===== config.mk =====
export PLATFORM = sky130hd
export DESIGN_NAME = hpdmc_idelay_ctl
export DESIGN_NICKNAME = d
export VERILOG_FILES = /design/src/rtl/hpdmc_idelay_ctl.sv
export SDC_FILE = /design/constraint.sdc
export NUM_CORES = 1
export LEC_CHECK = 0
export CAP_MARGIN = 15
export CELL_PAD_IN_SITES_DETAIL_PLACEMENT = 0
export CELL_PAD_IN_SITES_GLOBAL_PLACEMENT = 1
export CORE_MARGIN = 2
export CORE_UTILIZATION = 25
export CTS_CLUSTER_DIAMETER = 120
export DETAILED_ROUTE_END_ITERATION = 8
export GPL_TIMING_DRIVEN = 0
export PLACE_DENSITY_LB_ADDON = 0.12
export SLEW_MARGIN = 20
export SYNTH_ARGS = -nofsm -noshare
export SYNTH_HDL_FRONTEND = slang
export SYNTH_SLANG_ARGS = --single-unit

===== constraint.sdc =====
create_clock -name sys_clk -period 3.3 [get_ports sys_clk]
set_clock_uncertainty 0.15 [all_clocks]
set_input_delay 0.495 -clock sys_clk [delete_from_list [all_inputs] [get_ports sys_clk]]
set_output_delay 0.495 -clock sys_clk [all_outputs]
set_load 0.01 [all_outputs]

===== src/rtl/hpdmc_idelay_ctl.sv =====
// Control-pin sequencer for the HPDMC IODELAY2 pair: turns reset/calibrate/step requests into
// spaced RST/CAL/CE/INC pulses and mirrors the tap. Optional BUSY handshake: HPDMC_IODELAY_BUSY_EN.
module hpdmc_idelay_ctl #(
  parameter int TAP_MAX   = 255,
  parameter int CAL_WAIT  = 16,
  parameter int PULSE_GAP = 4
) (
  input  logic       sys_clk,
  input  logic       sdram_rst,
  input  logic       req_rst,
  input  logic       req_cal,
  input  logic       req_inc,
  input  logic       req_dec,
  input  logic [7:0] req_steps,
`ifdef HPDMC_IODELAY_BUSY_EN
  input  logic       dly_busy,
`endif
  output logic       busy,
  output logic       done,
  output logic       sat,
  output logic [7:0] tap,
  output logic       dly_rst,
  output logic       dly_cal,
  output logic       dly_ce,
  output logic       dly_inc,
  output logic [2:0] dbg_state_o
);

  typedef enum logic [2:0] {
    S_RESET, S_RST, S_CAL, S_WAIT, S_STEP, S_GAP, S_DONE, S_IDLE
  } state_t;

  localparam int CNT_MAX = (CAL_WAIT > PULSE_GAP) ? CAL_WAIT : PULSE_GAP;
  localparam int CW      = $clog2(CNT_MAX + 1);
  localparam logic [7:0]    TAP_TOP  = TAP_MAX[7:0];
  localparam logic [CW-1:0] GAP_LOAD = CW'(PULSE_GAP - 1);
`ifdef HPDMC_IODELAY_BUSY_EN
  // Minimum two WAIT cycles so BUSY has time to rise after the CAL/RST pulse.
  localparam logic [CW-1:0] WAIT_LOAD = CW'(1);
`else
  localparam logic [CW-1:0] WAIT_LOAD = CW'(CAL_WAIT - 1);
`endif

  state_t        state_q, state_d;
  logic [CW-1:0] cnt_q, cnt_d;
  logic [7:0]    steps_q, steps_d;
  logic          dir_q, dir_d;
  logic [7:0]    tap_q, tap_d;
  logic          sat_q, sat_d;
  logic          busy_q, busy_d;
  logic          done_q, done_d;
  logic          rst_q, rst_d;
  logic          cal_q, cal_d;
  logic          ce_q, ce_d;
  logic          inc_q, inc_d;
  logic          bound;
  logic          timer_idle;

`ifdef HPDMC_IODELAY_BUSY_EN
  assign timer_idle = (cnt_q == '0) && !dly_busy;
`else
  assign timer_idle = (cnt_q == '0);
`endif

  always_comb begin
    state_d = state_q;
    cnt_d   = cnt_q;
    steps_d = steps_q;
    dir_d   = dir_q;
    tap_d   = tap_q;
    sat_d   = sat_q;
    rst_d   = 1'b0;
    cal_d   = 1'b0;
    ce_d    = 1'b0;
    inc_d   = 1'b0;
    done_d  = 1'b0;
    bound   = 1'b0;

    case (state_q)
      S_RESET: state_d = S_RST;
      S_RST, S_CAL: begin
        state_d = S_WAIT;
        cnt_d   = WAIT_LOAD;
      end
      S_WAIT: begin
        if (timer_idle) state_d = S_DONE;
        else if (cnt_q != '0) cnt_d = cnt_q - CW'(1);
      end
      // sat_q can only be set here by the entry check, so it flags "bound hit this step".
      S_STEP: begin
        if (sat_q) begin
          state_d = S_DONE;
        end else begin
          state_d = S_GAP;
          cnt_d   = GAP_LOAD;
        end
      end
      S_GAP: begin
        if (timer_idle) state_d = (steps_q != 8'd0) ? S_STEP : S_DONE;
        else if (cnt_q != '0) cnt_d = cnt_q - CW'(1);
      end
      S_DONE: state_d = S_IDLE;
      S_IDLE: begin
        if (req_rst) begin
          state_d = S_RST;
          sat_d   = 1'b0;
        end else if (req_cal) begin
          state_d = S_CAL;
          sat_d   = 1'b0;
        end else if (req_inc || req_dec) begin
          sat_d   = 1'b0;
          dir_d   = req_inc;
          steps_d = req_steps;
          state_d = (req_steps == 8'd0) ? S_DONE : S_STEP;
        end
      end
      default: state_d = S_RESET;
    endcase

    // RST, CAL, STEP and DONE last one cycle, so entering them is keyed on state_d alone;
    // the pulse outputs are registered together with the state.
    case (state_d)
      S_RST: begin
        rst_d = 1'b1;
        tap_d = 8'd0;
      end
      S_CAL: cal_d = 1'b1;
      S_STEP: begin
        bound = dir_d ? (tap_q == TAP_TOP) : (tap_q == 8'd0);
        if (bound) begin
          sat_d = 1'b1;
        end else begin
          ce_d    = 1'b1;
          inc_d   = dir_d;
          tap_d   = dir_d ? (tap_q + 8'd1) : (tap_q - 8'd1);
          steps_d = steps_d - 8'd1;
        end
      end
      S_DONE: done_d = 1'b1;
      default: ;
    endcase

    busy_d = (state_d != S_IDLE) && (state_d != S_RESET);
  end

  always_ff @(posedge sys_clk) begin
    if (sdram_rst) begin
      state_q <= S_RESET;
      cnt_q   <= '0;
      steps_q <= 8'd0;
      dir_q   <= 1'b0;
      tap_q   <= 8'd0;
      sat_q   <= 1'b0;
      busy_q  <= 1'b0;
      done_q  <= 1'b0;
      rst_q   <= 1'b0;
      cal_q   <= 1'b0;
      ce_q    <= 1'b0;
      inc_q   <= 1'b0;
    end else begin
      state_q <= state_d;
      cnt_q   <= cnt_d;
      steps_q <= steps_d;
      dir_q   <= dir_d;
      tap_q   <= tap_d;
      sat_q   <= sat_d;
      busy_q  <= busy_d;
      done_q  <= done_d;
      rst_q   <= rst_d;
      cal_q   <= cal_d;
      ce_q    <= ce_d;
      inc_q   <= inc_d;
    end
  end

  assign busy        = busy_q;
  assign done        = done_q;
  assign sat         = sat_q;
  assign tap         = tap_q;
  assign dly_rst     = rst_q;
  assign dly_cal     = cal_q;
  assign dly_ce      = ce_q;
  assign dly_inc     = inc_q;
  assign dbg_state_o = state_q;

endmodule


**Yosys cells after proc, flatten, opt, wreduce, memory -nomap -nowiden**

Cells that the tools add are included.

- Bitwise gates (word level): 1
- Eq/ne operators: 17
- Mux-type cells: 37
- Reduce and logical (&&, ||, !) cells: 17
- $add $sub $neg: 4

Operator list:

| operator | count |
|---|---|
| 8-bit two-way mux | 8 |
| 3-bit one-hot mux with 7 select lines | 1 |
| 3-bit equality test (second input constant) | 6 |
| 8-bit zero test | 2 |
| 8-bit one-hot mux with 2 select lines | 1 |
| 8-bit by 1-bit subtractor with 8-bit output (second input constant) | 2 |
| 1-bit two-way mux | 15 |
| 3-bit two-way mux | 5 |
| 5-bit two-way mux | 3 |
| 5-bit one-hot mux with 3 select lines | 1 |
| 3-bit by 2-bit equality test with 1-bit output (second input constant) | 3 |
| 8-bit by 1-bit adder with 8-bit output (second input constant) | 1 |
| 8-bit equality test (second input constant) | 1 |
| 8-bit nonzero test | 1 |
| 3-bit by 1-bit equality test with 1-bit output (second input constant) | 2 |
| 2-bit two-way mux | 3 |
| 2-bit inequality test (second input constant) | 3 |
| 3-bit nonzero test | 2 |
| 2-bit OR reduction | 3 |
| 5-bit zero test | 1 |
| 5-bit nonzero test | 1 |
| 5-bit by 1-bit subtractor with 5-bit output (second input constant) | 1 |
| 4-bit AND reduction | 1 |
| 3-bit zero test | 1 |
| 8 further kinds | 8 |

- Word-level logic and storage cells: 88
- Input port bits: 14
- Register bits: 32

**Longest topological paths before layout**

Gate-level depths: netlist of run 1.

- Word-level depth: 9
- Gate-level depth with buffers: 11

**Least setup slack after synthesis of run 1**

No wires, ideal clock.

- Path kind: register to register
- Start: register state_q[1] (netlist: dbg_state_o[1])
- End: register tap_q[7] (netlist: tap[7])
- Arrival time: 2.803 ns
- Path slack: 0.273 ns
- Cell stages (with the launch flop): 12
- Buffers on the path: 1
- Data required time: 3.076 ns
- Cell sequence: dfxtp_1 -> buf_4 -> and3_1 -> a31oi_1 -> nor2_1 -> ha_1 -> a21oi_1 -> o211ai_1 -> o41ai_1 -> xor2_1 -> or3_1 -> a31oi_1

- Word-level cells in the longest chain between the ends: 7
- Elaborated cells between the ends (all ways): 25
- Classes of those cells: eq/ne (10); mux (11); reduce/logical (4)

Ends and longest elaborated chain:

| element | RTL line | RTL |
|---|---|---|
| start, declared | 44 | `state_t state_q, state_d;` |
| start signal, assigned | 161 | `state_q <= state_d;` |
| 3-bit two-way mux | 110 | `end else if (req_inc \|\| req_dec) begin` |
| 3-bit two-way mux | 107 | `end else if (req_cal) begin` |
| 3-bit two-way mux | 104 | `if (req_rst) begin` |
| 3-bit one-hot mux with 7 select lines | 79 | `case (state_q)` |
| 3-bit equality test or 3-bit by 1-bit equality test with 1-bit output (tied branches) | 122 | `case (state_d)` |
| 2-bit inequality test (no line) or 2-bit nonzero test (tied branches) | - |  |
| 2-bit AND reduction (no line) | - |  |
| end signal, assigned | 165 | `tap_q <= tap_d;` |
| end, declared | 48 | `logic [7:0] tap_q, tap_d;` |

Several ways; a longest one is shown, not always the timed one. The select of a mux whose other input is x is not followed.
A chain may end at the register's enable or synchronous reset.

**Worst setup path after layout of run 1**

Same ends and word-level chain as after synthesis.

==> summary.txt, run 1 <==
Timing
  • Final Cycle Share: 0.9212
  • Fin crit period: 3040 ps
  • Setup_tns: 0 ps
  • Slew HR: 0.5770
  • Count of final max-slew check failures: 0
  • Fin worst setup slack: 260.0 ps
  • Final Hold Fails: 0
  • Final setup fails: 0
  • Slew @ Worst Pin: 629.1 ps
  • Hold Slack: 352.2 ps
  • FMAX: 328.9 MHz

Critical path
  • Arrival time at the worst endpoint: 3100 ps
  • Crit Path Max Fanout: 10
  • Kind of critical path: flop to flop
  • Crit start category: flop
  • Reg-to-reg endpoint: tap[7]$_SDFFE_PP0P_
  • Critical path required time: 3360 ps
  • Critical R2R Launch: dbg_state_o[1]$_SDFF_PP0_
  • Worst setup startpoint: dbg_state_o[1]$_SDFF_PP0_
  • CP endpoint kind: flop
  • R2r setup slk: 260 ps
  • FF-to-FF path depth: 11

Power and ir drop
  • PD cells: 346.7 mW/mm^2
  • P_sw: 251.0 uW
  • Peak supply drop: 0.0001211 V
  • Sequential power share: 0.456
  • P_int: 653.9 uW
  • Leak pwr: 0.9293 nW
  • Sw Share: 0.2774
  • Combinational Power Share: 0.171
  • Power share of the clock group: 0.373

Drt
  • WL final: 5576 um
  • Wirelength per Cell: 14.64 um
  • Vias: 1899
  • Via/cell ratio: 4.984
  • DRT iter0 DRCs: 40
  • Drt first pass iters: 4
  • Detail Route Antenna Nets: 0
  • Drc violations: 0

Logic synthesis
  • Synthesized instance count: 238
  • Yosys reg bits: 32
  • Syn Nets: 262
  • Mapped cell area: 0.001988 mm^2
  • Part of the Yosys area used for sequential elements: 0.3222
  • YS warnings: 0
  • EDFF count, synth: 0
  • Post-synth cell types: 53
  • Ys flop type: dfxtp_1
  • Asr flop ratio synth: 0
  • Post-Syn Area per Cell: 8.354 um^2

Final layout
  • Ant diodes: 0
  • Share of cells above drive strength 1: 0.1111
  • Nets: 303
  • Commonest cells after routing, fill and taps aside: dfxtp_1 (32), clkdlybuf4s50_1 (29), nor2_1 (20)
  • Fin area: 0.002610 mm^2
  • Most common cell after layout, fill and taps aside: dfxtp_1
  • Area grow syn2layout: 31.28%
  • Fin cells: 381
  • # fillers: 824

Job
  • MaxCap Viol Count: 0

Hold path
  • HP Class: flop to flop
  • Hold path cells: 1
  • Hold_sp: cnt_q[0]$_SDFFE_PP0P_
  • Hold worst-path end: cnt_q[0]$_SDFFE_PP0P_

Global routing
  • Global route total overflow: 0
  • First-pass GRT wire length: 9149 um
  • GR Util All Layers: 0.1351
  • Initial antenna violation count: 0
  • Number of global-route vias before repair: 1830
  • Largest net degree at the start of global routing: 11

Clock network
  • TritonCTS clock tree: yes
  • Clock tree buffer depth: 2
  • Worst-path clk slew: 70 ps
  • Num CTS Buffers: 5
  • H-tree depth: 2
  • Clk sinks: 32
  • Worst-Skew Late Latency: 280 ps
  • Clock root buffer: clkbuf_8

Floorplan
  • Chip height: 93.18 um
  • Core footprint: 0.007727 mm^2
  • Die area: 0.008682 mm^2
  • Rows: 32
  • Die width: 93.18 um
  • I/O Pins: 32
  • Initial core utilization: 0.2573

Placement
  • Area post-placement: 0.002426 mm^2
  • Placement Setup Slack: -884.3 ps
  • RePlAce Congestion: 0.7454
  • Dpl hpwl: 4147 um
  • Cells after DPL: 371
  • Port buffer count: 31

Run status
  • Status: completed
cells in the mapped netlist, types with 6 or more instances:
library cell / number / area, um^2
dfxtp_1: 32 / 640.6
nor2_1: 22 / 82.58
nor3_1: 18 / 90.09
a21oi_1: 15 / 75.07
nand2_1: 11 / 41.29
mux2i_1: 10 / 100.1
nand3_1: 10 / 50.05
ha_1: 9 / 112.6
nor4_1: 9 / 56.30
inv_1: 8 / 30.03
nor2b_1: 8 / 50.05
clkbuf_1: 7 / 26.28
o21ai_0: 7 / 35.03
o211ai_1: 6 / 45.04
per-layer routing:
layer | vias to the layer above | share of wire | track usage
li1 | 973 | - | -
met1 | 883 | 0.49 | 0.1835
met2 | 38 | 0.46 | 0.2132
met3 | 5 | 0.036 | 0.02579
met4 | 0 | 0.013 | 0.04902
met5 | - | 0 | 0
power by group through the flow:
stage	Sequential, mW	Clock, mW	Combinational, mW
finish	0.413	0.337	0.155
global route	0.414	0.361	0.172
CTS	0.412	0.348	0.151
detailed placement	0.421	0	0.150
global placement	0.422	0	0.152
floorplan	0.421	0	0.0889
how the worst max path moves through the flow:
stage	end	slack, ps
after floorplan	tap[7]$_SDFFE_PP0P_	270
after global placement	tap[7]$_SDFFE_PP0P_	-920
after detailed placement	tap[7]$_SDFFE_PP0P_	-880
after CTS	steps_q[6]$_SDFF_PP0_	-40
after global routing	tap[7]$_SDFFE_PP0P_	-10
final	tap[7]$_SDFFE_PP0P_	260
worst max-delay path, cell delays in order (launching register included):
cell and delay (ps):
dfxtp_1 410, buf_6 170, and3_1 220, a31oi_2 150, nor2_4 240, ha_1 270, a21oi_1 190, o211ai_1 170
o41ai_2 400, xor2_1 130, or3_1 320, a31oi_1 150
cell families after synthesis:
kind of cell             Yosys count  share of synthesized area
AND/OR/NAND/NOR                  100                     0.2725
AO/OA/AOI/OAI                     57                     0.2020
flip-flops                        32                     0.3222
buffers and inverters             20                    0.04531
multiplexers                      11                    0.05601
adder cells (fa/ha/maj)           10                    0.06671
XOR/XNOR                           8                    0.03524
per-stage QoR:
stage               total power [mW]  utilization
global placement              0.5740       0.3140
floorplan                     0.5096            -
CTS                           0.9119       0.3284
finish                        0.9048       0.3378
global route                  0.9467       0.3378
detailed placement            0.5713       0.3140
layout make-up:
| class | instances | area [um^2] | share of cell area |
|---|---|---|---|
| repair buffers | 34 | 337.8 | 0.1294 |
| flip-flops and latches | 32 | 640.6 | 0.2454 |
| plain buffers | 12 | 65.06 | 0.02493 |
| multi-input cells | 186 | 1313 | 0.5029 |
| inverters | 8 | 30.03 | 0.01151 |
| well taps | 102 | 127.6 | 0.04890 |
| clock buffers | 7 | 96.34 | 0.03691 |
sequential cells by signal, indices dropped and copies added, names as in the netlist:
name / flops
tap: 8
done: 1
dly_cal: 1
busy: 1
cnt_q: 5
sat: 1
steps_q: 8
dly_rst: 1
dbg_state_o: 3
dly_inc: 1
dir_q: 1
dly_ce: 1
repair_timing:
item                       in CTS  in global routing
pin swaps                       1                  2
hold buffers                    0                  0
buffers inserted                0                  3
setup endpoints to repair       4                  9
gates resized for setup         3                 12
Power figures use the tool's default switching activity.
==> run 2, diff against run 1 <==
--- a/config.mk
+++ b/config.mk
@@ -14,7 +14,7 @@
 export DETAILED_ROUTE_END_ITERATION = 8
 export GPL_TIMING_DRIVEN = 0
 export PLACE_DENSITY_LB_ADDON = 0.12
-export SLEW_MARGIN = 20
+export SLEW_MARGIN = 10
 export SYNTH_ARGS = -nofsm -noshare
 export SYNTH_HDL_FRONTEND = slang
 export SYNTH_SLANG_ARGS = --single-unit
==> results of run 2 <==
The final DEF is identical to that of run 1; final timing and power are the same.
